==> src/rtl/controller_poller.sv <==
// controller_poller: polls two NES-style gamepads in parallel over the
// latch / clock / serial-data protocol and commits both button bytes
// atomically at the end of each poll. The committed bytes are exposed to the
// CPU through a small combinational read port.
module controller_poller #(
  parameter int HALF_PERIOD = 76,
  parameter int NUM_BITS    = 8
) (
  input  logic       clk_12_5875,
  input  logic       rst,
  input  logic       start,
  input  logic       pad_data_0,
  input  logic       pad_data_1,
  output logic       pad_latch,
  output logic       pad_clk,
  input  logic       read_select,
  input  logic       read_address,
  output logic [7:0] read_data,
  output logic [7:0] buttons_0,
  output logic [7:0] buttons_1,
  output logic       busy,
  output logic       poll_done
);

  localparam int CNT_W = (2 * HALF_PERIOD > 1) ? $clog2(2 * HALF_PERIOD) : 1;
  localparam int IDX_W = (NUM_BITS > 1) ? $clog2(NUM_BITS) : 1;

  localparam logic [CNT_W-1:0] LATCH_LAST = CNT_W'(2 * HALF_PERIOD - 1);
  localparam logic [CNT_W-1:0] HALF_LAST  = CNT_W'(HALF_PERIOD - 1);
  localparam logic [IDX_W-1:0] IDX_LAST   = IDX_W'(NUM_BITS - 1);
  localparam logic [7:0]       BIT_MASK   = 8'((9'd1 << NUM_BITS) - 9'd1);

  typedef enum logic [2:0] {
    S_IDLE,
    S_LATCH,
    S_CLK_LOW,
    S_CLK_HIGH,
    S_DONE
  } state_t;

  state_t           r_state;
  state_t           w_nextState;
  logic [CNT_W-1:0] r_cnt;
  logic [IDX_W-1:0] r_idx;
  logic [7:0]       r_shift0;
  logic [7:0]       r_shift1;
  logic [7:0]       r_buttons0;
  logic [7:0]       r_buttons1;
  logic             r_padLatch;
  logic             r_padClk;
  logic             r_busy;
  logic             r_pollDone;
  logic             w_latchEnd;
  logic             w_halfEnd;
  logic             w_latchNext;
  logic             w_clkNext;
  logic             w_busyNext;
  logic             w_doneNext;

  assign w_latchEnd = (r_cnt == LATCH_LAST);
  assign w_halfEnd  = (r_cnt == HALF_LAST);

  // State register plus the registered pad/status outputs derived from the next state
  always_ff @(posedge clk_12_5875) begin
    if (rst) begin
      r_state    <= S_IDLE;
      r_padLatch <= 1'b0;
      r_padClk   <= 1'b1;
      r_busy     <= 1'b0;
      r_pollDone <= 1'b0;
    end else begin
      r_state    <= w_nextState;
      r_padLatch <= w_latchNext;
      r_padClk   <= w_clkNext;
      r_busy     <= w_busyNext;
      r_pollDone <= w_doneNext;
    end
  end

  // Next-state logic: each phase ends when its cycle counter reaches the last cycle
  always_comb begin
    w_nextState = r_state;
    case (r_state)
      S_IDLE:     if (start) w_nextState = S_LATCH;
      S_LATCH:    if (w_latchEnd) w_nextState = S_CLK_LOW;
      S_CLK_LOW:  if (w_halfEnd) w_nextState = S_CLK_HIGH;
      S_CLK_HIGH: begin
        if (w_halfEnd) begin
          w_nextState = (r_idx == IDX_LAST) ? S_DONE : S_CLK_LOW;
        end
      end
      S_DONE:     w_nextState = S_IDLE;
      default:    w_nextState = S_IDLE;
    endcase
  end

  // Output decode from the upcoming state so the registered outputs line up with it
  always_comb begin
    w_latchNext = (w_nextState == S_LATCH);
    w_clkNext   = (w_nextState != S_CLK_LOW);
    w_busyNext  = (w_nextState != S_IDLE);
    w_doneNext  = (w_nextState == S_DONE);
  end

  // Phase cycle counter and bit index; both restart whenever the phase changes
  always_ff @(posedge clk_12_5875) begin
    if (rst) begin
      r_cnt <= '0;
      r_idx <= '0;
    end else begin
      if ((w_nextState != r_state) || (r_state == S_IDLE)) begin
        r_cnt <= '0;
      end else begin
        r_cnt <= r_cnt + 1'b1;
      end
      if (r_state == S_LATCH) begin
        r_idx <= '0;
      end else if ((r_state == S_CLK_HIGH) && w_halfEnd && (r_idx != IDX_LAST)) begin
        r_idx <= r_idx + 1'b1;
      end
    end
  end

  // Capture the inverted serial bits at the end of the low half, when the pad data has settled
  always_ff @(posedge clk_12_5875) begin
    if (rst) begin
      r_shift0 <= 8'h00;
      r_shift1 <= 8'h00;
    end else if (r_state == S_LATCH) begin
      r_shift0 <= 8'h00;
      r_shift1 <= 8'h00;
    end else if ((r_state == S_CLK_LOW) && w_halfEnd) begin
      r_shift0[r_idx] <= ~pad_data_0;
      r_shift1[r_idx] <= ~pad_data_1;
    end
  end

  // Commit both bytes together on the edge into DONE so readers never see a mix
  always_ff @(posedge clk_12_5875) begin
    if (rst) begin
      r_buttons0 <= 8'h00;
      r_buttons1 <= 8'h00;
    end else if ((w_nextState == S_DONE) && (r_state != S_DONE)) begin
      r_buttons0 <= r_shift0 & BIT_MASK;
      r_buttons1 <= r_shift1 & BIT_MASK;
    end
  end

  // CPU read port: selected committed byte, zero when the window is not addressed
  always_comb begin
    read_data = 8'h00;
    if (read_select) begin
      read_data = read_address ? r_buttons1 : r_buttons0;
    end
  end

  assign pad_latch = r_padLatch;
  assign pad_clk   = r_padClk;
  assign busy      = r_busy;
  assign poll_done = r_pollDone;
  assign buttons_0 = r_buttons0;
  assign buttons_1 = r_buttons1;

endmodule
==> config.mk <==
export PLATFORM = sky130hd
export DESIGN_NAME = controller_poller
export DESIGN_NICKNAME = d
export VERILOG_FILES = /design/src/rtl/controller_poller.sv
export SDC_FILE = /design/constraint.sdc
export NUM_CORES = 1
export LEC_CHECK = 0
export BUFFER_PORTS_ARGS = -buffer_cell sky130_fd_sc_hd__buf_2
export CAP_MARGIN = 20
export CELL_PAD_IN_SITES_DETAIL_PLACEMENT = 0
export CELL_PAD_IN_SITES_GLOBAL_PLACEMENT = 1
export CORE_AREA = 4 4 93 69
export DETAILED_ROUTE_END_ITERATION = 6
export DIE_AREA = 0 0 97 73
export HOLD_SLACK_MARGIN = 0.08
export PLACE_DENSITY_LB_ADDON = 0.1
export SLEW_MARGIN = 10
export SYNTH_ARGS = -nofsm -noshare
export SYNTH_HDL_FRONTEND = slang
export SYNTH_SLANG_ARGS = --single-unit
export TNS_END_PERCENT = 10
==> constraint.sdc <==
create_clock -name clk_12_5875 -period 2.2 [get_ports clk_12_5875]
set_input_delay 0.55 -clock clk_12_5875 [delete_from_list [all_inputs] [get_ports clk_12_5875]]
set_output_delay 0.55 -clock clk_12_5875 [all_outputs]
set_load 0.02 [all_outputs]
* Word-level counts from Yosys, hierarchy flattened
Cells that the tools add are included.
Word-level totals: register bits after elaboration 50, bits of input ports 7, output and inout bits 28, logic and storage cells 51
Operators by class: add/subtract/negate cells 2, $lt $le $gt $ge 2, equal/unequal tests 12, multiplexer cells 12, bitwise operators 2, reduce and logical (&&, ||, !) cells 10
Operator list (number):
- 8-bit bitwise mux | 2
- 8-bit 2-to-1 mux | 2
- 3-bit 2-to-1 mux | 5
- 3-bit case mux with 4 select lines | 1
- 8-bit by 1-bit adder with 8-bit output (second input constant) | 1
- 8-bit by 7-bit equality test with 1-bit output (second input constant) | 1
- 8-bit equality test (second input constant) | 1
- 3-bit by 1-bit equality test with 1-bit output (second input constant) | 2
- 3-bit by 2-bit equality test with 1-bit output (second input constant) | 2
- 3-bit equality test (second input constant) | 2
- 3-bit != test (second input constant) | 2
- 1-bit logical AND | 5
- 3-bit by 4-bit less-than comparator with 1-bit output (second input constant) | 1
- 2-bit OR reduction | 2
- 3-bit by 1-bit adder with 3-bit output (second input constant) | 1
- 1-bit demux with 3-bit select | 1
- 3-bit by 1-bit >= comparator with 1-bit output (second input constant) | 1
- 3-bit zero test | 1
- 3-bit by 2-bit != test with 1-bit output (second input constant) | 1
- 3-bit != test | 1
- 3-bit nonzero test | 1
- 1-bit inverter | 2
- 1-bit logical OR | 1
- 1-bit 2-to-1 mux | 1

* Depth between registers and ports, before layout
depth after elaboration 7, gate-level depth with buffers 7

* Worst setup path before layout
No wires, ideal clock.
path type input -> output, start point input read_address, end point output read_data[0], data arrival time 1.365 ns, required time 1.650 ns, setup slack 0.285 ns, stages on the path 3, buffers on the path 1, cell sequence clkbuf_1 > mux2i_1 > nor2b_1
Between the ends: cells in the longest elaborated chain, start to end 2
Ends and longest elaborated chain:
- start: declaration | line 17 | input logic read_address,
- 8-bit 2-to-1 mux | line 153 | read_data = read_address ? r_buttons1 : r_buttons0;
- 8-bit 2-to-1 mux | line 152 | if (read_select) begin
- end: declaration | line 18 | output logic [7:0] read_data,
Every way passes these cells.

* Worst setup path after layout
start point register r_cnt[0], end point register r_cnt[3]
Between the ends: cells in the longest elaborated chain, start to end 6, elaborated cells on any way between the ends 10
Ends and longest elaborated chain:
- start: declaration | line 43 | logic [CNT_W-1:0] r_cnt;
- start signal: assignment | line 114 | r_cnt <= r_cnt + 1'b1;
- 8-bit by 7-bit equality test with 1-bit output / 8-bit equality test (equally long branches) | line 61, 60
- 3-bit 2-to-1 mux (on tied branches) | line 88, 85, 86
- 3-bit case mux with 4 select lines | line 83 | case (r_state)
- 3-bit != test | line 111 | if ((w_nextState != r_state) || (r_state == S_IDLE)) begin
- 1-bit logical OR | line 111
- 2-bit OR reduction (no source line)
Parallel ways exist; a longest one is shown, timed or not. A chain may end at the register's enable or synchronous reset.

==> flow_summary.json <==
{
  "setup_viol": 0,
  "synth_ff_type": "dfxtp_1",
  "end_kind": "flop",
  "routed_wl_um": 5219,
  "core_area_um2": 5554,
  "finalHoldViolCount": 0,
  "setup_ws_ns": 0.1893,
  "grt_overflow_total": 0,
  "port_buffers": 34,
  "start_kind": "flop",
  "cts.sink_count": 50,
  "ant_nets": 0,
  "drtPass1Iterations": 4,
  "p_leak_uw": 0.001041,
  "grtUsageTotal": 0.1512,
  "slew_headroom": 0.6909,
  "design_area_um2": 2575,
  "dpl_cell_area_um2": 2479,
  "tns_ns": 0,
  "drive_gt1_frac": 0.2250,
  "fin_crit_sh": 0.9140,
  "cap_violations": 0,
  "place_ws_ns": 0.1529,
  "cts_tree": "yes",
  "synth_commonest_cells": "dfxtp_1 (50), nand2_1 (40), a21oi_1 (25)",
  "die-area_um2": 7081,
  "vdd_drop_max_mv": 0.2105,
  "io_pins": 35,
  "synth_seq_area_share": 0.4452,
  "drt_iter0_drc": 95,
  "vias_per_cell": 5.051,
  "grt_pass1_vias": 1569,
  "finalNetCount": 289,
  "place.gp.congestion": 0.8137,
  "initial_utilization": 0.4048,
  "timing.hold.ws_ns": 0.4666,
  "tightest_slew_ns": 0.4637,
  "clock-root-buffer": "clkbuf_8",
  "synth_area_um2": 2248,
  "synthMostInstantiatedCell": "dfxtp_1",
  "grt_pass1_wl_um": 8459,
  "fin_worst_skew_ns": 0.004167,
  "critical_path_class": "flop to flop",
  "antenna_cells": 0,
  "final_util": 0.4636,
  "synth.ff_latch_count": 50,
  "synthCells": 246,
  "h-tree-depth": 2,
  "antenna_found_initial": 0,
  "maxSlewViolCount": 0,
  "syn_to_final_growth_pct": 14.52,
  "synth_edf_count": 0,
  "fp.dieW_um": 97,
  "synth_cell_types": 41,
  "async_reset_ff_frac": 0,
  "crit_fanout": 8,
  "die_y_um": 73,
  "p_per_area_nw_per_um2": 600.7,
  "wire_per_inst_um": 14.70,
  "grt_max_degree": 25,
  "clkLatencyLatePin_ns": 0.30,
  "fp-row-count": 23,
  "hp-class": "flop to flop",
  "yosysTopAreaCellShare": 0.4452,
  "fin_crit_ns": 2.011,
  "syn_nets": 256,
  "clk_pin_slew_ns": 0.09,
  "outcome": "complete, no violations",
  "avgSynthCellArea_um2": 9.140,
  "rsz0062_at_grt": "false",
  "cts_buffer_depth": 2,
  "synth_area_leaders": "dfxtp_1 (45%), mux2i_1 (8.0%), nand2_1 (6.7%)",
  "required_ns": 2.38,
  "ys_warn_count": 0,
  "post-cts-setup-buffer-count": 0,
  "critPathArrivalTime_ns": 2.19,
  "cts_buffers": 5,
  "dp_hpwl_um": 3847,
  "synth_top_area_cell": "dfxtp_1",
  "fmax_ghz": 0.4973,
  "drcViolationCount": 0,
  "vias": 1793
}
-- layer usage --
| metal | global-route usage | vias to the layer above | routed length [µm] |
|---|---|---|---|
| met1 | 0.2463 | 812 | 3055 |
| li1 | - | 929 | - |
| met2 | 0.1820 | 44 | 1804 |
| met4 | 0.04673 | 0 | 55 |
| met5 | 0 | - | 0 |
| met3 | 0.04202 | 8 | 304 |
-- kinds of logic (layout without fill, tap and decap cells) --
logic type,Yosys count,count (layout),synth area share
AO/OA/AOI/OAI,41,41,0.1174
XOR/XNOR,7,7,0.02727
adder cells (fa/ha/maj),3,3,0.01670
buffers and inverters,17,51,0.04007
flip-flops,50,50,0.4452
multiplexers,18,18,0.08013
AND/OR/NAND/NOR,110,110,0.2732
-- state kept, by name, indices dropped and copies added, names as in the netlist --
name / count
pad_latch: 1
buttons_0: 8
r_idx: 3
r_shift0: 8
pad_clk: 1
r_state: 3
busy: 1
r_shift1: 8
r_cnt: 8
buttons_1: 8
poll_done: 1
-- worst max-delay path: stages, from the launching register on --
cell and delay, ns:
dfxtp_1 0.40, ha_1 0.29, nor3b_1 0.40, a21boi_1 0.21, a311oi_4 0.29, buf_4 0.24, nor3_2 0.06
-- path summary, 6_finish.rpt --
| kind | from | to | slack [ns] | cells after the start |
|---|---|---|---|---|
| worst max register to register | r_cnt[0] | r_cnt[3] | 0.19 | 6 |
| worst min register to register | buttons_0[4] | buttons_0[4] | 0.47 | 2 |
| worst min-delay path | buttons_0[4] | buttons_0[4] | 0.47 | 2 |
| worst max-delay path | r_cnt[0] | r_cnt[3] | 0.19 | 6 |
-- layout by cell type, fill, tap and decap left out, drive strengths merged, types with 2 or more instances in the layout --
cell    instances
nor2           17
nand2          40
a211oi          6
inv             3
a21boi          2
a21oi          25
dfxtp          50
buf            40
xor2            3
nor2b          10
nand4           7
nor3           11
ha              3
xnor2           4
nand3           6
nor3b           5
a311oi          2
o21ai           3
and4            2
and2            3
mux2i          18
clkbuf          7
-- cell type report --
| cell class | instances | area, µm² |
|---|---|---|
| Tap cell | 75 | 93.84 |
| Fill cell | 573 | 2979 |
| Clock inverter | 1 | 5.005 |
| Clock buffer | 7 | 86.33 |
| Inverter | 3 | 11.26 |
| Sequential cell | 50 | 1001 |
| Timing Repair Buffer | 40 | 215.2 |
| Multi-Input combinational cell | 179 | 1162 |
-- stage by stage --
stage	std cells	total power, µW
final	355	1547
after global routing	355	1613
after CTS	355	1565
after detailed placement	347	1016
after global placement	347	1016
after floorplan	246	991.4
-- report_power, final --
group	switching (µW)	internal, µW	total, µW
clock	297	254	551
combinational	52.9	26.2	79.0
sequential	5.85	910	916
-- what timing repair did --
| item | CTS | global route |
|---|---|---|
| gates resized for setup | 0 | 1 |
| setup endpoints to repair | 0 | 1 |
| hold buffers | 0 | 0 |
(Power assumes the default switching activity.)
